### src/rtl/add_cmp_pkg.sv
// Shared types and defaults for the add-compare-select decision pipeline.
package add_cmp_pkg;

  typedef enum logic {
    ST_LO = 1'b0,
    ST_HI = 1'b1
  } dec_state_t;

  localparam int unsigned HI_CODE_DEF = 5;
  localparam int unsigned LO_CODE_DEF = 2;
  localparam int unsigned THRESH_DEF  = 4;

  function automatic int unsigned clog2(input int unsigned value);
    int unsigned r;
    r = 0;
    for (int unsigned p = 1; p < value; p = p << 1) r++;
    return r;
  endfunction

endpackage

### src/rtl/add_cmp_persist.sv
// Hysteresis filter: the decision state flips only after PERSIST
// consecutive samples disagree with it.
module add_cmp_persist
  import add_cmp_pkg::*;
#(
  parameter int unsigned PERSIST = 1
) (
  input  logic       clk,
  input  logic       rst,
  input  logic       en,
  input  logic       above,
  output dec_state_t state
);

  localparam int unsigned       CNT_W    = clog2(PERSIST + 1);
  localparam logic [CNT_W-1:0]  CNT_LAST = CNT_W'(PERSIST - 1);

  logic [CNT_W-1:0] cnt;
  logic             disagree;

  assign disagree = above ^ (state == ST_HI);

  always_ff @(posedge clk) begin
    if (rst) begin
      state <= ST_LO;
      cnt   <= '0;
    end else if (en) begin
      if (!disagree) begin
        cnt <= '0;
      end else if (cnt == CNT_LAST) begin
        state <= (state == ST_HI) ? ST_LO : ST_HI;
        cnt   <= '0;
      end else begin
        cnt <= cnt + CNT_W'(1);
      end
    end
  end

endmodule

### src/rtl/add_cmp_pipe.sv
// Two-stage add/compare decision pipeline with valid/ready handshake,
// selectable wrap/full-width sum and persistence-filtered output code.
module add_cmp_pipe
  import add_cmp_pkg::*;
#(
  parameter int unsigned      WIDTH   = 3,
  parameter int unsigned      OUT_W   = 3,
  parameter logic [WIDTH:0]   THRESH  = (WIDTH + 1)'(THRESH_DEF),
  parameter logic [OUT_W-1:0] HI_CODE = OUT_W'(HI_CODE_DEF),
  parameter logic [OUT_W-1:0] LO_CODE = OUT_W'(LO_CODE_DEF),
  parameter logic             WRAP    = 1'b1,
  parameter int unsigned      PERSIST = 1
) (
  input  logic             clk,
  input  logic             rst,
  input  logic             in_valid,
  output logic             in_ready,
  input  logic [WIDTH-1:0] a_late,
  input  logic [WIDTH-1:0] b,
  output logic             out_valid,
  input  logic             out_ready,
  output logic [OUT_W-1:0] out_code,
  output logic             out_above,
  output logic [WIDTH:0]   out_sum
);

  logic             s1_valid;
  logic [WIDTH:0]   s1_sum;
  logic [WIDTH:0]   full_sum;
  logic [WIDTH:0]   sum_c;
  logic             adv2;
  logic             in_xfer;
  logic             move;
  dec_state_t       state;

  assign full_sum = {1'b0, a_late} + {1'b0, b};
  assign sum_c    = WRAP ? {1'b0, full_sum[WIDTH-1:0]} : full_sum;

  assign adv2     = !out_valid || out_ready;
  assign in_ready = !rst && (!s1_valid || adv2);
  assign in_xfer  = in_valid && in_ready;
  assign move     = s1_valid && adv2;

  always_ff @(posedge clk) begin
    if (rst) begin
      s1_valid <= 1'b0;
      s1_sum   <= '0;
    end else if (in_xfer) begin
      s1_valid <= 1'b1;
      s1_sum   <= sum_c;
    end else if (move) begin
      s1_valid <= 1'b0;
    end
  end

  always_ff @(posedge clk) begin
    if (rst) begin
      out_valid <= 1'b0;
      out_sum   <= '0;
      out_above <= 1'b0;
    end else if (adv2) begin
      out_valid <= s1_valid;
      if (s1_valid) begin
        out_sum   <= s1_sum;
        out_above <= (s1_sum >= THRESH);
      end
    end
  end

  add_cmp_persist #(
    .PERSIST(PERSIST)
  ) u_persist (
    .clk  (clk),
    .rst  (rst),
    .en   (move),
    .above(s1_sum >= THRESH),
    .state(state)
  );

  // The filter state register updates on the same edge as stage 2, so
  // decoding it directly yields the code after that sample's update.
  assign out_code = (state == ST_HI) ? HI_CODE : LO_CODE;

endmodule

### config.mk
export PLATFORM = sky130hd
export DESIGN_NAME = add_cmp_pipe
export DESIGN_NICKNAME = d
export VERILOG_FILES = /design/src/rtl/add_cmp_pkg.sv /design/src/rtl/add_cmp_persist.sv /design/src/rtl/add_cmp_pipe.sv
export SDC_FILE = /design/constraint.sdc
export NUM_CORES = 1
export LEC_CHECK = 0
export BUFFER_PORTS_ARGS = -buffer_cell sky130_fd_sc_hd__buf_2
export CELL_PAD_IN_SITES_DETAIL_PLACEMENT = 1
export CELL_PAD_IN_SITES_GLOBAL_PLACEMENT = 2
export CORE_ASPECT_RATIO = 1.1
export CORE_MARGIN = 2
export CORE_UTILIZATION = 22
export DETAILED_ROUTE_END_ITERATION = 10
export PLACE_DENSITY = 0.74
export SYNTH_ARGS = -nofsm -noshare
export SYNTH_HDL_FRONTEND = slang
export SYNTH_SLANG_ARGS = --single-unit
### constraint.sdc
create_clock -name clk -period 1.1 [get_ports clk]
set_clock_uncertainty 0.1 [all_clocks]
set_input_delay 0.055 -clock clk [delete_from_list [all_inputs] [get_ports clk]]
set_output_delay 0.055 -clock clk [all_outputs]
set_load 0.01 [all_outputs]
==> impl_metrics.env, run 1 <==
export IMPL_worstPathRequired_ns=1.14
export IMPL_r2r_end="out_sum[2]$_SDFFE_PP0P_"
export IMPL_synthTopCellsByArea="dfxtp_1 (42%), a21oi_1 (11%), o21ai_0 (5.3%)"
export IMPL_synth_simple_area_share_pct=11.32
export IMPL_row_count=17
export IMPL_r2r_start="out_valid$_SDFFE_PP0P_"
export IMPL_synth_fa_ha_area_share_pct=6.842
export IMPL_clkPwrFrac_pct=29.5
export IMPL_cap_violations=0
export IMPL_rr_worst_depth=5
export IMPL_finalWorstSetupSlack_ns=-0.1153
export IMPL_hold_depth=3
export IMPL_portBuffers=18
export IMPL_p_switching_mw=0.2153
export IMPL_fillCellCount=246
export IMPL_cp_end_kind="register"
export IMPL_dpl_hpwl_um=777.7
export IMPL_final_cells=106
export IMPL_seq_area_frac_synth_pct=42.11
export IMPL_power_frac_comb_pct=21.8
export IMPL_die_w_um=48.33
export IMPL_synth_top_family_by_area="compound AO/OA/AOI/OAI gates"
export IMPL_ys_types=18
export IMPL_drtAntennaViolNets=0
export IMPL_wl_met1_um=475
export IMPL_tns_ns=-0.8186
export IMPL_synth_top_area_cell="dfxtp_1"
export IMPL_power_leakage_nw=0.3497
export IMPL_start_kind="register"
export IMPL_whs_ns=0.03223
export IMPL_peakVddDrop_mv=0.3049
export IMPL_violations="setup timing"
export IMPL_wl_per_cell_um=11.96
export IMPL_grt_pass1_wl_um=1938
export IMPL_powerDensity_mw_per_mm2=1051
export IMPL_synth_seq_cells=10
export IMPL_drtPass1Iterations=1
export IMPL_power_total_mw=0.8137
export IMPL_met2_length_um=677
export IMPL_top_layer="met4"
export IMPL_drive_gt1_share_pct=61.54
export IMPL_crit_arrival_ns=1.25
export IMPL_synth_xor_area_share_pct=5.263
export IMPL_diodes=0
export IMPL_netlist_area_um2=475.5
export IMPL_post_place_ws_ns=-0.1583
export IMPL_async_flop_share_pct=0
export IMPL_met3_wirelength_um=88
export IMPL_post_drt_via_cell_ratio=4.349
export IMPL_synthMuxAreaShare_pct=0
export IMPL_clk_latency_ns=0.26
export IMPL_grt_max_degree=8
export IMPL_drc=0
export IMPL_cts_buffer_depth=2
export IMPL_dieArea_mm2=0.002549
export IMPL_critical_path_peak_fanout=5
export IMPL_route_vias_total=461
export IMPL_cts_made_buffers=3
export IMPL_synth_main_ff_cell="dfxtp_1"
export IMPL_cts_tree="yes"
export IMPL_path_class="register to register"
export IMPL_die_h_um=52.76
export IMPL_hp_class="primary input to register"
export IMPL_num_io_pins=20
export IMPL_antenna_found_initial=0
export IMPL_syn_inst=51
export IMPL_h_tree_depth=1
export IMPL_avgSynthCellArea_um2=9.323
export IMPL_start_util_pct=23.53
export IMPL_yosysTopAreaCellShare_pct=42.11
export IMPL_root_buffer="clkbuf_4"
export IMPL_max_freq_mhz=822.9
export IMPL_outcome="complete, but fails checks"
export IMPL_post_route_period_util_pct=110.5
export IMPL_stdcell_area_um2=774.5
export IMPL_period_needed_ns=1.215
export IMPL_r2r_setup_slack_ns=-0.12
export IMPL_holdPathEnd="out_valid$_SDFFE_PP0P_"
export IMPL_ys_top_cells_by_count="a21oi_1 (10), dfxtp_1 (10), inv_1 (6)"
export IMPL_finalHoldViolations=0
export IMPL_synth_edf_count=0
export IMPL_place_area_um2=584.3
export IMPL_cts_sinks=10
export IMPL_drt_iter0_drc=0
export IMPL_grt_util_all_layers_pct=10.51
export IMPL_swShare_pct=26.46
export IMPL_drv_slew=0
export IMPL_syn_to_final_growth_pct=62.89
export IMPL_hp_start="out_ready"
export IMPL_clkTransAtPathRegs_ns=0.06
export IMPL_final_util_pct=38.33
export IMPL_setup_viol=10
export IMPL_final_nets=92
export IMPL_wirelength_um=1268
export IMPL_grt_overflow_total=0
export IMPL_rsz0062_at_grt="yes"
export IMPL_grt_pass1_vias=471
export IMPL_p_int_mw=0.5984
export IMPL_synth_nets=63
export IMPL_placed_cells_incl_taps=94
export IMPL_power_frac_seq_pct=48.6
export IMPL_synth_compound_area_share_pct=23.42
export IMPL_finalWeightedCongestion=0.6957
export IMPL_coreArea_mm2=0.002021
export IMPL_ys_warn_count=0
-- cell type report --
class                      instances  area (um^2)  share of cell area (%)
clock buffer                       3        22.52                   2.908
inverter                           6        22.52                   2.908
multi-input combinational         31        297.8                   38.45
sequential                        10        203.9                   26.33
tap                               28        35.03                   4.523
timing repair buffer              28        192.7                   24.88
-- layer usage --
layer	global-route usage, %	up-vias
met3	3.429	4
met5	0	-
li1	-	227
met4	10.48	0
met2	17.82	19
met1	10.12	211
-- what timing repair did --
action / 4_1_cts / 5_1_grt
buffers inserted: 2 / 3
resized for setup: 8 / 19
hold buffers: 4 / 0
pin swaps: 1 / 9
endpoints found under the setup margin: 1 / 9
gates cloned: 0 / 0
hold endpoints to repair: 4 / 0
-- cells by family after synthesis --
| group | Yosys count |
|---|---|
| compound gates | 19 |
| buf+inv | 10 |
| flops | 10 |
| simple gates | 7 |
| xor+xnor | 2 |
| fa+ha+maj | 2 |
| other cells | 1 |
-- critical path, cell delays in order (launching register included) --
cell and delay, ns:
dfxtp_4 0.34, and2b_2 0.21, buf_4 0.14, buf_6 0.12, o21ai_2 0.12, a21oi_2 0.06
-- how the worst max path moves through the flow --
| stage | startpoint | endpoint | slack, ns | cells after the start |
|---|---|---|---|---|
| 2_1_floorplan | b[0] | s1_sum[2]$_SDFFE_PP0P_ | 0.02 | 5 |
| 3_3_place_gp | b[0] | s1_sum[2]$_SDFFE_PP0P_ | -0.10 | 6 |
| 3_5_place_dp | b[0] | s1_sum[1]$_SDFFE_PP0P_ | -0.16 | 5 |
| 4_1_cts | out_valid$_SDFFE_PP0P_ | in_ready | -0.11 | 3 |
| 5_1_grt | out_valid$_SDFFE_PP0P_ | out_above$_SDFFE_PP0P_ | -0.15 | 5 |
| 6_report | out_valid$_SDFFE_PP0P_ | out_sum[2]$_SDFFE_PP0P_ | -0.12 | 5 |
-- registers in the layout, indices dropped and copies added, names as in the netlist --
name / flops
out_sum: 3
s1_sum: 3
out_above: 1
out_valid: 1
s1_valid: 1
u_persist.state: 1
-- cells in the final DEF, fill, tap and decap left out --
cell type      count
buf_2             17
dfxtp_1            9
inv_1              6
a21oi_2            6
o21ai_2            5
a21oi_1            5
dlygate4sd3_1      4
buf_6              4
clkbuf_4           3
buf_4              3
nand3_2            2
nand3_1            2
a311oi_2           2
and2b_2            1
nand3b_4           1
a21bo_1            1
nand2b_4           1
xnor2_2            1
xnor2_1            1
fa_2               1
ha_1               1
conb_1             1
dfxtp_4            1
-- power groups by stage --
| stage | Sequential [mW] | Clock [mW] | Combinational [mW] |
|---|---|---|---|
| after floorplan | 0.406 | 0 | 0.0714 |
| after global placement | 0.403 | 0 | 0.115 |
| after detailed placement | 0.404 | 0 | 0.118 |
| after CTS | 0.393 | 0.251 | 0.139 |
| after global routing | 0.398 | 0.265 | 0.197 |
| final | 0.396 | 0.240 | 0.178 |
No activity file was read; power rests on OpenSTA's default activity.
==> run 2, diff against run 1 <==
CORE_MARGIN = not set   (was 2)
SKIP_LAST_GASP = 1   (was not set)
TNS_END_PERCENT = 20   (was not set)
==> run 2 against run 1 <==
  * The run still ends with setup timing left
  * Register-to-register slack gained 0.07 ns
  * Clock-buffer cell count did not move
  * First-iteration DRC count stayed put
  * Power decreased by 5.1%
  * Combinational power fell by 24%
  * Setup slack better by 0.012 ns
  * Critical path depth shrank 2
  * Die area decreased by 7.8%
  * Global-route usage grew 0.90 points
  * Cell count decreased by 2.8%
  * Fmax increased by 0.99%
  * Utilization shrank 5.1 points
  * Critical path type is now register to output port
  * Critical endpoint is now in_ready
  * Largest power group unchanged
==> impl_metrics.env, run 2 (same netlist as run 1, synthesis figures left out) <==
export IMPL_p_int_mw=0.5780
export IMPL_powerDensity_mw_per_mm2=1151
export IMPL_h_tree_depth=1
export IMPL_post_route_period_util_pct=109.4
export IMPL_grt_pass1_wl_um=1863
export IMPL_drtPass1Iterations=1
export IMPL_cap_violations=0
export IMPL_hp_class="primary input to register"
export IMPL_clkPwrFrac_pct=31.5
export IMPL_syn_to_final_growth_pct=41.05
export IMPL_finalHoldViolations=0
export IMPL_cts_sinks=10
export IMPL_die_w_um=46.33
export IMPL_power_leakage_nw=0.3179
export IMPL_drc=0
export IMPL_root_buffer="clkbuf_4"
export IMPL_coreArea_mm2=0.002021
export IMPL_worstPathRequired_ns=0.94
export IMPL_cts_buffer_depth=2
export IMPL_die_h_um=50.76
export IMPL_layout_commonest_cell="buf_2"
export IMPL_period_needed_ns=1.203
export IMPL_grt_overflow_total=0
export IMPL_swShare_pct=25.12
export IMPL_rsz0062_at_grt="yes"
export IMPL_timing_critical_path_from="out_valid$_SDFFE_PP0P_"
export IMPL_place_area_um2=584.3
export IMPL_setup_viol=6
export IMPL_r2r_start="out_valid$_SDFFE_PP0P_"
export IMPL_finalWeightedCongestion=0.7149
export IMPL_clk_latency_ns=0.26
export IMPL_portBuffers=18
export IMPL_crit_arrival_ns=1.05
export IMPL_peakVddDrop_mv=0.3004
export IMPL_wirelength_um=1058
export IMPL_row_count=17
export IMPL_grt_max_degree=8
export IMPL_start_kind="register"
export IMPL_largest_registers="out_sum (3), s1_sum (3)"
export IMPL_whs_ns=0.07293
export IMPL_dieArea_mm2=0.002351
export IMPL_outcome="complete, but fails checks"
export IMPL_violations="setup timing"
export IMPL_cp_end_kind="output port"
export IMPL_drt_iter0_drc=0
export IMPL_grt_util_all_layers_pct=11.41
export IMPL_cts_tree="yes"
export IMPL_tns_ns=-0.2378
export IMPL_start_util_pct=23.53
export IMPL_clkTransAtPathRegs_ns=0.06
export IMPL_final_cell_mix="buf_2 (18), a21oi_1 (9), dfxtp_1 (9), inv_1 (6), o21ai_0 (5)"
export IMPL_post_drt_via_cell_ratio=4.340
export IMPL_dpl_hpwl_um=774.8
export IMPL_antenna_found_initial=0
export IMPL_hp_start="out_ready"
export IMPL_route_vias_total=447
export IMPL_cts_made_buffers=3
export IMPL_drtAntennaViolNets=0
export IMPL_critical_path_peak_fanout=2
export IMPL_path_class="register to output port"
export IMPL_num_io_pins=20
export IMPL_stdcell_area_um2=670.6
export IMPL_post_place_ws_ns=-0.1453
export IMPL_max_freq_mhz=831.0
export IMPL_final_nets=89
export IMPL_drive_gt1_share_pct=41.33
export IMPL_wl_per_cell_um=10.27
export IMPL_power_frac_seq_pct=50.9
export IMPL_placed_cells_incl_taps=94
export IMPL_grt_pass1_vias=465
export IMPL_drv_slew=0
export IMPL_power_frac_comb_pct=17.6
export IMPL_diodes=0
export IMPL_finalWorstSetupSlack_ns=-0.1033
export IMPL_p_switching_mw=0.1939
export IMPL_final_cells=103
==> run 2: final timing paths <==
path | endpoint | slack [ns] | cells past startpoint
min reg2reg | out_sum[1]$_SDFFE_PP0P_ | 0.37 | 2
max | in_ready | -0.10 | 3
min | s1_valid$_SDFFE_PP0P_ | 0.07 | 3
max reg2reg | out_above$_SDFFE_PP0P_ | -0.05 | 4
==> run 2: worst max-delay path, stage by stage, from the launching register on <==
cell     delay [ns]
dfxtp_4        0.34
and2b_2        0.21
a21oi_2        0.11
buf_2          0.13
==> run 2: through the flow <==
| stage | util, % | total power [mW] |
|---|---|---|
| global route | 33.19 | 0.8180 |
| finish | 33.19 | 0.7719 |
| floorplan | - | 0.4775 |
| global placement | 28.92 | 0.5179 |
| CTS | 33.19 | 0.7881 |
| detailed placement | 28.92 | 0.5216 |
==> run 2: final cells by class <==
type | instances | area [um^2]
Clock buffer | 3 | 22.52
Fill cell | 251 | 1350
Multi-Input combinational cell | 31 | 234.0
Sequential cell | 10 | 203.9
Tap cell | 28 | 35.03
Inverter | 6 | 22.52
Timing Repair Buffer | 25 | 152.6
==> run 2: repair_timing <==
action	CTS	global route
endpoints found under the hold margin	4	0
endpoints found under the setup margin	1	9
hold buffers	4	0
pin swaps	1	0
setup buffers	2	0
gates resized for setup	4	0
==> run 2: routing by layer <==
metal	vias up	GRT usage, %	part of all wire, %
met1	204	11.90	39
met2	20	18.29	50
met5	-	0	0
li1	218	-	-
met4	0	10.29	3.9
met3	5	2.158	7.0
==> run 2: power by group through the flow <==
stage	clock network (mW)	registers, mW	logic, mW
floorplan	0	0.406	0.0714
global placement	0	0.403	0.115
detailed placement	0	0.404	0.118
CTS	0.256	0.393	0.139
global route	0.267	0.395	0.157
finish	0.243	0.393	0.136
